**src/rtl/x_lut7_cfg_loader.sv**
```systemverilog
`timescale 1ns/1ps
// Serial loader and active table for a 7-input LUT. Frames shift into a
// shadow register MSB first and are committed atomically to the active table.
//
//   state    | meaning
//   S_IDLE   | waiting for START, serial data ignored
//   S_LOAD   | shifting CDI into shadow on CDI_VALID
//   S_COMMIT | copy shadow to active, pulse DONE next cycle
module x_lut7_cfg_loader #(
  parameter logic [127:0] INIT       = 128'h0,
  parameter int           FRAME_BITS = 128
) (
  input  logic       CLK,
  input  logic       RST,
  input  logic       START,
  input  logic       CDI,
  input  logic       CDI_VALID,
  input  logic [6:0] ADR,
  output logic       O,
  output logic       CDO,
  output logic       BUSY,
  output logic       DONE,
  output logic [6:0] BIT_CNT
);

  localparam logic [6:0] LAST_BIT = 7'(FRAME_BITS - 1);

  typedef enum logic [1:0] {
    S_IDLE,
    S_LOAD,
    S_COMMIT
  } state_t;

  state_t         state, next_state;
  logic [127:0]   active_tbl;
  logic [127:0]   shadow_tbl;
  logic [6:0]     bit_cnt;
  logic           busy_q;
  logic           done_q;
  logic           shift_en;
  logic           cnt_clr;
  logic           commit_en;

  always_comb begin
    next_state = state;
    shift_en   = 1'b0;
    cnt_clr    = 1'b0;
    commit_en  = 1'b0;
    case (state)
      S_IDLE: begin
        if (START) begin
          next_state = S_LOAD;
          cnt_clr    = 1'b1;
        end
      end
      S_LOAD: begin
        // a restart discards the bit on the same edge
        if (START) begin
          cnt_clr = 1'b1;
        end else if (CDI_VALID) begin
          shift_en = 1'b1;
          if (bit_cnt == LAST_BIT) next_state = S_COMMIT;
        end
      end
      S_COMMIT: begin
        commit_en  = 1'b1;
        next_state = S_IDLE;
      end
      default: next_state = S_IDLE;
    endcase
  end

  always_ff @(posedge CLK) begin
    if (RST) begin
      state      <= S_IDLE;
      active_tbl <= INIT;
      shadow_tbl <= INIT;
      bit_cnt    <= 7'd0;
      busy_q     <= 1'b0;
      done_q     <= 1'b0;
    end else begin
      state  <= next_state;
      busy_q <= (next_state != S_IDLE);
      done_q <= commit_en;
      if (commit_en) active_tbl <= shadow_tbl;
      if (shift_en)  shadow_tbl <= {shadow_tbl[126:0], CDI};
      if (cnt_clr)
        bit_cnt <= 7'd0;
      else if (shift_en)
        bit_cnt <= bit_cnt + 7'd1;
    end
  end

  assign O       = active_tbl[ADR];
  assign CDO     = shadow_tbl[127];
  assign BUSY    = busy_q;
  assign DONE    = done_q;
  assign BIT_CNT = bit_cnt;

endmodule

```
**config.mk**
```make
export PLATFORM = sky130hd
export DESIGN_NAME = x_lut7_cfg_loader
export DESIGN_NICKNAME = d
export VERILOG_FILES = /design/src/rtl/x_lut7_cfg_loader.sv
export SDC_FILE = /design/constraint.sdc
export NUM_CORES = 1
export LEC_CHECK = 0
export ABC_CLOCK_PERIOD_IN_PS = 2300
export BUFFER_PORTS_ARGS = -buffer_cell sky130_fd_sc_hd__buf_2
export CORE_ASPECT_RATIO = 1.2
export CORE_MARGIN = 2
export CORE_UTILIZATION = 36
export CTS_CLUSTER_SIZE = 20
export DETAILED_ROUTE_END_ITERATION = 8
export GPL_TIMING_DRIVEN = 0
export HOLD_SLACK_MARGIN = 0.08
export PLACE_DENSITY = 0.6
export SYNTH_ARGS = -nofsm -noshare
export SYNTH_HDL_FRONTEND = slang
export SYNTH_SLANG_ARGS = --single-unit
export TNS_END_PERCENT = 30
```
**constraint.sdc**
```tcl
create_clock -name CLK -period 2.3 [get_ports CLK]
set_input_delay 0.115 -clock CLK [delete_from_list [all_inputs] [get_ports CLK]]
set_output_delay 0.115 -clock CLK [all_outputs]
set_load 0.02 [all_outputs]
```
==> impl_metrics.json <==
{
  "status": "finished, violations left",
  "violations": "negative setup slack",
  "peakVddDrop_mv": 0.593,
  "worstSetupPathType": "flop to primary output",
  "fin_util_pct": 42.4,
  "fin_crit_ps": 2670,
  "dp.cells": 1645,
  "synth-edff-count": 0,
  "start_kind": "flop",
  "yosys.cell_types.count": 36,
  "clock_skew_ps": 7.21,
  "yosysTopAreaCell": "dfxtp_1",
  "clk_latency_ps": 540,
  "arrival_ps": 2550,
  "drc": 0,
  "ff2ff_path_depth": 6,
  "r2r-end": "active_tbl[123]",
  "synthCells": 1247,
  "whs_ps": 304,
  "cts_made_buffers": 28,
  "coreArea_sq_mm": 0.0279,
  "fmax_mhz": 375,
  "syn_area_sq_mm": 0.0102,
  "yosysSeqAreaShare_pct": 52.3,
  "layout-drive-gt1-share_pct": 8.64,
  "setup_violations": 1,
  "timing.final.hold_violations": 0,
  "place_congestion": 0.771,
  "vias": 8183,
  "die_width_um": 158,
  "clockRootBuffer": "clkbuf_16",
  "nets": 1311,
  "grt_max_degree": 15,
  "worstPathRequired_ps": 2180,
  "grt_pass1_vias": 7940,
  "port_buffers": 19,
  "cap_violations": 0,
  "critPathMaxFanout": 2,
  "drtAntennaViolNets": 0,
  "path_clk_slew_ps": 60,
  "endpoint_kind": "primary output",
  "period_share_pct": 116,
  "tightest_slew_ps": 886,
  "dieHeight_um": 189,
  "async_flop_share_pct": 0,
  "grt_util_all_layers_pct": 16.4,
  "syn_to_final_growth_pct": 15.8,
  "r2r-start": "state[1]",
  "post_drt_wl_per_cell_um": 14.0,
  "antenna_found_initial": 0,
  "final_cell_count_no_fill": 1699,
  "synth_top_area_share_pct": 52.3,
  "grt-ovfl-total": 0,
  "htree_levels": 1,
  "finalSetupTns_ps": -370,
  "cts_tree": "done",
  "drt_iter0_markers": 557,
  "cts_buffer_depth": 3,
  "syn_area_per_cell_sq_um": 8.19,
  "fillers": 2791,
  "hpwl_mm": 16.3,
  "min_path_cells": 4,
  "ys_top_cells_by_area": "dfxtp_1, nand2_1, a21oi_1",
  "die_area_sq_mm": 0.0297,
  "yosysMostFrequentCell": "nand2_1",
  "worstHoldPathType": "primary input to flop",
  "synth_nets": 1260,
  "netlist_top_cells_count": "nand2_1, dfxtp_1, a21oi_1, clkbuf_1, mux4_2",
  "pwr_density_cell_mw_per_mm2": 825,
  "holdPathEnd": "state[1]",
  "drt-pass1-iter-count": 5,
  "rows": 67,
  "n_antenna_cell": 0,
  "min_from": "CDI_VALID",
  "r2r_slack_ps": 260,
  "setup_ws_ps": -370,
  "grt_first_pass_wirelength_mm": 39.8,
  "slew_violations": 0,
  "yosys_warnings": 0,
  "rsz0062_at_grt": "yes",
  "drt-vias-per-instance": 4.82,
  "slew-limit-headroom_pct": 40.9,
  "start_util_pct": 36.6,
  "p_leak_nw": 3.79,
  "synthFlopType": "dfxtp_1",
  "routed_wl_mm": 23.8,
  "ys_ff_latch": 267,
  "ios": 23,
  "cts_num_sinks": 267
}
==> timing repair <==
action,CTS,global route
hold buffers,3,0
pin swaps,2,1
setup endpoints to repair,92,53
resized for setup,5,12
endpoints found under the hold margin,10,0
setup buffers,0,0
==> power breakdown <==
part	internal [W]	total [W]	switching (W)
sequential	0.00463	0.00463	0.00000259
clock	0.00296	0.00483	0.00188
combinational	0.0000771	0.000293	0.000216
==> per-stage QoR <==
stage	instance area, sq um	power, W	worst slack [ps]
final	11800	0.00975	-370
after floorplan	10200	0.00492	438
after detailed placement	10800	0.00502	-326
after global routing	11800	0.0101	-452
after global placement	10800	0.00502	-354
after CTS	11800	0.00985	-400
==> worst max-delay path, cell delays in order (launching register included) <==
cell,delay (ps)
dfxtp_2,310
mux4_2,490
mux4_2,510
and3b_1,180
a31oi_1,140
nand4_1,190
buf_6,190
==> layout by cell type, fill, tap and decap left out, types with 3 or more instances in the layout <==
cell             n
a21oi_1        260
buf_1            4
buf_2           24
bufinv_16        3
clkbuf_1        80
clkbuf_16       29
clkbuf_2         4
clkbuf_8        10
clkinv_2         6
dfxtp_1        266
dlygate4sd3_1    3
inv_1            3
mux2i_1          9
mux4_1           4
mux4_2          29
nand2_1        519
nand3_1          6
nand4_1          6
nor2_1          13
nor2b_1          3
nor4_1           4
xor2_1           3
==> how the worst max path moves through the flow <==
stage                              start  to  slack (ps)  depth (start not counted)
after floorplan                   ADR[1]   O         440                          6
after global routing      active_tbl[23]   O        -450                          6
after global placement            ADR[2]   O        -350                          9
after detailed placement          ADR[2]   O        -330                          9
final                     active_tbl[23]   O        -370                          6
after CTS                 active_tbl[23]   O        -400                          6
==> logic make-up (layout without fill, tap and decap cells) <==
kind of cell	after synthesis	after routing	synth area share, %
fa+ha+maj	1	1	0.122
buf+inv	100	173	3.86
compound gates	268	268	13.3
mux	42	42	8.42
flops	267	267	52.3
xor+xnor	4	4	0.343
simple gates	565	565	21.7
==> final cells by class <==
type / instances / area (sq um) / area share (%)
plain buffers: 96 / 388 / 3.28
clock buffers: 40 / 867 / 7.33
repair buffers: 22 / 131 / 1.11
inverters: 3 / 11.3 / 0.0952
clock inverters: 12 / 146 / 1.24
flip-flops and latches: 267 / 5350 / 45.2
multi-input cells: 880 / 4460 / 37.7
well taps: 379 / 474 / 4.01
==> sequential cells by signal (all words and copies together), names as in the netlist <==
register / cells
BIT_CNT: 7
BUSY: 1
DONE: 1
active_tbl: 128
shadow_tbl: 128
state: 2
==> routing by layer <==
metal	global-route usage [%]	routed length [um]	vias up
met3	2.21	1060	35
met2	28.5	11600	136
met4	4.06	423	0
met5	0	0	-
met1	21.4	10700	3778
li1	-	-	4234
(Power assumes the default switching activity.)
